--- src/rtl/pcie_ss_rx_demux_pkg.sv ---
// Shared types and constants for the RX TLP completion/request demux.
// t_axis_beat is the beat view at the default bus widths.
`ifndef PCIE_SS_RX_DATA_WIDTH
`define PCIE_SS_RX_DATA_WIDTH 512
`endif
`ifndef PCIE_SS_RX_TUSER_WIDTH
`define PCIE_SS_RX_TUSER_WIDTH 10
`endif

package pcie_ss_rx_demux_pkg;

   localparam int FMT_TYPE_LSB = 24;
   localparam logic [4:0] CPL_TYPE = 5'b01010;

   typedef enum logic {SOP = 1'b0, BODY = 1'b1} t_rx_state;
   typedef enum logic {DEST_CPL = 1'b0, DEST_REQ = 1'b1} t_dest;

   typedef struct packed {
      logic [`PCIE_SS_RX_DATA_WIDTH-1:0]   tdata;
      logic [`PCIE_SS_RX_DATA_WIDTH/8-1:0] tkeep;
      logic                                tlast;
      logic [`PCIE_SS_RX_TUSER_WIDTH-1:0]  tuser;
   } t_axis_beat;

   // Cpl and CplD share type bits; fmt bits [7:5] only distinguish data/no-data.
   function automatic logic is_cpl_type(input logic [4:0] type_bits);
      return type_bits == CPL_TYPE;
   endfunction

endpackage

--- src/rtl/pcie_ss_axis_skid2.sv ---
// Two-entry AXI-S skid buffer; the output registers are entry 0.
module pcie_ss_axis_skid2 #(
   parameter int WIDTH = 8
) (
   input  logic             clk,
   input  logic             rst,
   input  logic             in_valid,
   output logic             in_ready,
   input  logic [WIDTH-1:0] in_data,
   output logic             out_valid,
   input  logic             out_ready,
   output logic [WIDTH-1:0] out_data
);

   logic [1:0]       occ;
   logic [WIDTH-1:0] ent0;
   logic [WIDTH-1:0] ent1;
   logic             push;
   logic             pop;

   assign in_ready  = (occ != 2'd2);
   assign out_valid = (occ != 2'd0);
   assign out_data  = ent0;
   assign push      = in_valid && in_ready;
   assign pop       = out_valid && out_ready;

   always_ff @(posedge clk or posedge rst) begin
      if (rst) begin
         occ <= 2'd0;
      end else if (push && !pop) begin
         occ <= occ + 2'd1;
      end else if (pop && !push) begin
         occ <= occ - 2'd1;
      end
   end

   // Payload is not reset: occupancy alone qualifies it. Push with pop only
   // happens at occupancy 1, so the new beat lands straight in entry 0.
   always_ff @(posedge clk) begin
      if (push && (occ == 2'd0 || pop)) begin
         ent0 <= in_data;
      end else if (pop) begin
         ent0 <= ent1;
      end
      if (push && !pop && occ == 2'd1) begin
         ent1 <= in_data;
      end
   end

endmodule

--- src/rtl/pcie_ss_axis_rx_tlp_demux.sv ---
// Steers each RX TLP to the completion or request AXI-S stream, decided on its SOP beat.
//  state | meaning
//  SOP   | next accepted beat is a TLP header beat
//  BODY  | mid-packet, beats follow dest_q
module pcie_ss_axis_rx_tlp_demux
   import pcie_ss_rx_demux_pkg::*;
#(
   parameter int DATA_WIDTH  = 512,
   parameter int TUSER_WIDTH = 10,
   parameter int CNT_WIDTH   = 32
) (
   input  logic                    clk,
   input  logic                    rst,
   input  logic                    rx_tvalid,
   output logic                    rx_tready,
   input  logic [DATA_WIDTH-1:0]   rx_tdata,
   input  logic [DATA_WIDTH/8-1:0] rx_tkeep,
   input  logic                    rx_tlast,
   input  logic [TUSER_WIDTH-1:0]  rx_tuser,
   output logic                    cpl_tvalid,
   input  logic                    cpl_tready,
   output logic [DATA_WIDTH-1:0]   cpl_tdata,
   output logic [DATA_WIDTH/8-1:0] cpl_tkeep,
   output logic                    cpl_tlast,
   output logic [TUSER_WIDTH-1:0]  cpl_tuser,
   output logic                    req_tvalid,
   input  logic                    req_tready,
   output logic [DATA_WIDTH-1:0]   req_tdata,
   output logic [DATA_WIDTH/8-1:0] req_tkeep,
   output logic                    req_tlast,
   output logic [TUSER_WIDTH-1:0]  req_tuser,
   output logic [CNT_WIDTH-1:0]    cpl_pkt_cnt,
   output logic [CNT_WIDTH-1:0]    req_pkt_cnt
);

   localparam int KEEP_WIDTH = DATA_WIDTH / 8;
   localparam logic [CNT_WIDTH-1:0] CNT_ONE = {{(CNT_WIDTH-1){1'b0}}, 1'b1};

   typedef struct packed {
      logic [DATA_WIDTH-1:0]  tdata;
      logic [KEEP_WIDTH-1:0]  tkeep;
      logic                   tlast;
      logic [TUSER_WIDTH-1:0] tuser;
   } t_beat;

   t_rx_state state;
   t_dest     dest_q;
   t_dest     dest_sop;
   t_dest     dest_cur;
   t_beat     rx_beat;
   t_beat     cpl_beat;
   t_beat     req_beat;
   logic      cpl_not_full;
   logic      req_not_full;
   logic      accept;

   assign rx_beat  = {rx_tdata, rx_tkeep, rx_tlast, rx_tuser};
   assign dest_sop = is_cpl_type(rx_tdata[FMT_TYPE_LSB +: 5]) ? DEST_CPL : DEST_REQ;
   assign dest_cur = (state == SOP) ? dest_sop : dest_q;

   // Only the selected output gates the input: head-of-line blocking is deliberate.
   assign rx_tready = !rst && ((dest_cur == DEST_CPL) ? cpl_not_full : req_not_full);
   assign accept    = rx_tvalid && rx_tready;

   always_ff @(posedge clk or posedge rst) begin
      if (rst) begin
         state  <= SOP;
         dest_q <= DEST_REQ;
      end else if (accept) begin
         state <= rx_tlast ? SOP : BODY;
         if (state == SOP) begin
            dest_q <= dest_sop;
         end
      end
   end

   always_ff @(posedge clk or posedge rst) begin
      if (rst) begin
         cpl_pkt_cnt <= '0;
         req_pkt_cnt <= '0;
      end else if (accept && state == SOP) begin
         if (dest_sop == DEST_CPL && cpl_pkt_cnt != '1) begin
            cpl_pkt_cnt <= cpl_pkt_cnt + CNT_ONE;
         end
         if (dest_sop == DEST_REQ && req_pkt_cnt != '1) begin
            req_pkt_cnt <= req_pkt_cnt + CNT_ONE;
         end
      end
   end

   pcie_ss_axis_skid2 #(.WIDTH($bits(t_beat))) u_cpl_skid (
      .clk       (clk),
      .rst       (rst),
      .in_valid  (rx_tvalid && dest_cur == DEST_CPL),
      .in_ready  (cpl_not_full),
      .in_data   (rx_beat),
      .out_valid (cpl_tvalid),
      .out_ready (cpl_tready),
      .out_data  (cpl_beat)
   );

   pcie_ss_axis_skid2 #(.WIDTH($bits(t_beat))) u_req_skid (
      .clk       (clk),
      .rst       (rst),
      .in_valid  (rx_tvalid && dest_cur == DEST_REQ),
      .in_ready  (req_not_full),
      .in_data   (rx_beat),
      .out_valid (req_tvalid),
      .out_ready (req_tready),
      .out_data  (req_beat)
   );

   assign cpl_tdata = cpl_beat.tdata;
   assign cpl_tkeep = cpl_beat.tkeep;
   assign cpl_tlast = cpl_beat.tlast;
   assign cpl_tuser = cpl_beat.tuser;
   assign req_tdata = req_beat.tdata;
   assign req_tkeep = req_beat.tkeep;
   assign req_tlast = req_beat.tlast;
   assign req_tuser = req_beat.tuser;

endmodule
--- config.mk ---
export PLATFORM = sky130hd
export DESIGN_NAME = pcie_ss_axis_rx_tlp_demux
export DESIGN_NICKNAME = d
export VERILOG_FILES = /design/src/rtl/pcie_ss_rx_demux_pkg.sv /design/src/rtl/pcie_ss_axis_skid2.sv /design/src/rtl/pcie_ss_axis_rx_tlp_demux.sv
export SDC_FILE = /design/constraint.sdc
export NUM_CORES = 2
export LEC_CHECK = 0
export CORE_AREA = 2 2 709 711
export CTS_CLUSTER_SIZE = 14
export DETAILED_ROUTE_END_ITERATION = 7
export DIE_AREA = 0 0 711 713
export DONT_BUFFER_PORTS = 1
export PLACE_DENSITY = 0.39
export SYNTH_ARGS = -nofsm -noshare
export SYNTH_HDL_FRONTEND = slang
export SYNTH_SLANG_ARGS = --single-unit
--- constraint.sdc ---
create_clock -name clk -period 24.9 [get_ports clk]
set_input_delay 2.49 -clock clk [delete_from_list [all_inputs] [get_ports clk]]
set_output_delay 2.49 -clock clk [all_outputs]
set_load 0.03 [all_outputs]
==> flow_summary.json <==
{
  "place_congestion": 0.883,
  "slowest_delay_ps": 900,
  "synthCells": 3996,
  "ys_warn_count": 0,
  "synth_nets": 4600,
  "max_slew_margin_pct": 23.9,
  "vias_per_cell": 3.61,
  "violations": "design-rule violations",
  "r2r-start": "state",
  "cts_resized": 0,
  "timing.critical_path.mode_cell": "buf_4",
  "stdcell_area_sq_um": 106000,
  "drv_slew": 0,
  "post_cts_buffers": 0,
  "dieArea_sq_um": 507000,
  "num-fill-cells": 52247,
  "period_share_pct": 32.7,
  "worstPathArrival_ps": 8640,
  "worstMarginPinSlew_ps": 1140,
  "finClkSkew_ps": 71.2,
  "critPathMaxFanout": 61,
  "dr.pass1.iters": 7,
  "clk_pin_slew_ps": 60,
  "r2r_slack_ps": 18180,
  "ant_nets": 0,
  "crit_path_start": "rx_tdata[28]",
  "cts.sinks": 2418,
  "synthFlopType": "edfxtp_1",
  "async_flop_share_pct": 2.89,
  "fin_setup_tns_ps": 0,
  "cp-start-kind": "input port",
  "regToRegEndpoint": "u_cpl_skid.out_data[533]",
  "crit_type": "in -> reg",
  "synth_edf_count": 2348,
  "drc": 6,
  "synth.avg_cell_area_sq_um": 22.1,
  "drive_above_1_share_pct": 25.0,
  "finalCriticalPeriod_ps": 8150,
  "die_y_um": 713,
  "rows": 260,
  "ctsHoldBuffers": 0,
  "rsz0062_at_grt": "no",
  "die_w_um": 711,
  "dp_hpwl_um": 267000,
  "path_depth": 10,
  "clock_path_buffers": 4,
  "cts_max_level": 5,
  "grt_pass1_wl_um": 449000,
  "cellPowerDensity_nw_per_um2": 117,
  "cts_root_buf": "clkbuf_16",
  "cts_made_buffers": 284,
  "vias": 40735,
  "grt_max_degree": 121,
  "grt.total_usage_pct": 13.3,
  "finalSetupViolations": 0,
  "yosysUniqueCellTypes": 48,
  "nets": 4819,
  "start_util_pct": 17.7,
  "crit_chain": "nand4bb_4 -> o31ai_4 -> and3b_1 -> o21a_4 -> a21o_4 -> buf_4 -> buf_4 -> buf_4 -> buf_4 -> buf_4",
  "hold_path.class": "reg -> reg",
  "fmax_ghz": 0.123,
  "crit_buf_inv": 5,
  "max-cap-violations": 0,
  "hold_viol": 0,
  "r2r_cells": 9,
  "critPathTopFamily": "buffers and inverters",
  "wire_per_inst_um": 31.5,
  "critPathCaptureType": "flop",
  "ios": 1833,
  "area_growth_pct": 19.6,
  "clkLatencyLatePin_ps": 950,
  "core_area_sq_um": 500000,
  "grt_overflow": 0,
  "netlist_area_sq_um": 88400,
  "grt_pass1_vias": 40517,
  "crit_required_ps": 25400,
  "io_buffers": 0,
  "cts_tree": "built",
  "leakage_nw": 32.9,
  "status": "finished with violations",
  "antenna_found_initial": 129,
  "ir_drop_uv": 61.1,
  "drt_iter0_drc": 3422,
  "cp_slowest_cell": "buf_4",
  "placed_area_sq_um": 96300,
  "critPathCapture": "u_cpl_skid.out_data[533]",
  "ys_ff_latch": 2418,
  "drt_wl_total_um": 355000,
  "ys_seq_area_share_pct": 81.7
}
## power breakdown
group	switching (mW)	internal, mW	total (mW)
sequential	1.72	5.47	7.19
clock	1.76	2.33	4.09
combinational	0.728	0.312	1.04
## routing by layer
metal  share of wire, %  up-vias  global-route usage (%)
li1                   -    16653                       -
met1                 34    21673                    13.4
met2                 50     1832                    22.9
met3                 12      505                    7.51
met4                4.0       72                    4.86
met5               0.14        -                       0
## state kept, by name, indices dropped and copies added, names as in the netlist
register	flops
req_pkt_cnt	32
u_req_skid.out_data	587
u_req_skid.occ	2
u_req_skid.ent1	587
u_cpl_skid.ent1	587
dest_q	1
cpl_pkt_cnt	32
state	1
u_cpl_skid.occ	2
u_cpl_skid.out_data	587
## logic make-up after synthesis
logic type	after synthesis	synth area share, %
adder cells (fa/ha/maj)	12	0.170
XOR/XNOR	62	0.614
AND/OR/NAND/NOR	161	1.04
multiplexers	1178	15.0
flip-flops	2418	81.7
buffers and inverters	144	1.26
AO/OA/AOI/OAI	21	0.202
## area by class of cell
| class | count | area, sq um | share of cell area, % |
|---|---|---|---|
| flip-flops and latches | 2418 | 72300 | 68.3 |
| repair buffers | 66 | 583 | 0.551 |
| multi-input cells | 1434 | 15100 | 14.3 |
| clock inverters | 140 | 1400 | 1.32 |
| clock buffers | 364 | 7590 | 7.18 |
| diodes | 164 | 410 | 0.388 |
| inverters | 11 | 41.3 | 0.0391 |
| well taps | 6681 | 8360 | 7.91 |
## placed cells by master (no fill, tap or decap), types with 22 or more instances in the layout
cell       netlist  layout
edfxtp_1      2348    2348
mux2_2         644     644
mux2_1         533     533
clkbuf_16        0     292
diode_2          0     164
clkbuf_1         4      71
dfrtp_1         69      69
buf_4           53      59
clkinv_1         0      52
xnor2_1         44      44
clkinv_2         0      41
nand2_1         29      28
nand3_1         28      28
nand4_1         27      27
nor2_1          22      22
## worst min path at each step
stage | startpoint | cells after the start | slack (ps) | endpoint
after detailed placement | u_cpl_skid.ent1[237] | 1 | 510 | u_cpl_skid.out_data[237]
final | u_cpl_skid.ent1[213] | 1 | 480 | u_cpl_skid.out_data[213]
after global routing | u_cpl_skid.ent1[213] | 1 | 470 | u_cpl_skid.out_data[213]
after floorplan | dest_q | 2 | 480 | dest_q
after CTS | u_cpl_skid.ent1[213] | 1 | 470 | u_cpl_skid.out_data[213]
after global placement | u_req_skid.occ[1] | 2 | 500 | u_req_skid.occ[1]
## through the flow
step                worst slack [ps]  total power [mW]  hold WS [ps]  instances  util, %
floorplan                       7320              8.02           477       3996        -
global placement               15810              8.37           501      10610     19.3
detailed placement             15750              8.36           509      10610     19.3
CTS                            16730              12.5           475      11114     21.1
global route                   16360              12.7           472      11203     21.1
finish                         16750              12.3           478      11278     21.2
## cells in the mapped netlist (2+ instances only)
cell type  count  area [sq um]
edfxtp_1    2348         70500
mux2_2       644          7250
mux2_1       533          6000
dfrtp_1       69          1730
buf_4         53           398
buf_6         44           495
xnor2_1       44           385
buf_2         32           160
nand2_1       29           109
nand3_1       28           140
nand4_1       27           169
nor2_1        22          82.6
xor2_1        18           158
and3_1        14          87.6
ha_1          12           150
inv_1         11          41.3
nor3_1        10          50.1
and2_1         8          50.1
and4_1         6          52.6
o21ai_0        6          30.0
clkbuf_1       4          15.0
a21o_1         3          22.5
nor4_1         3          18.8
a31oi_1        2          12.5
nor2b_1        2          12.5
nor3b_2        2          25.0
(Power assumes the default switching activity.)
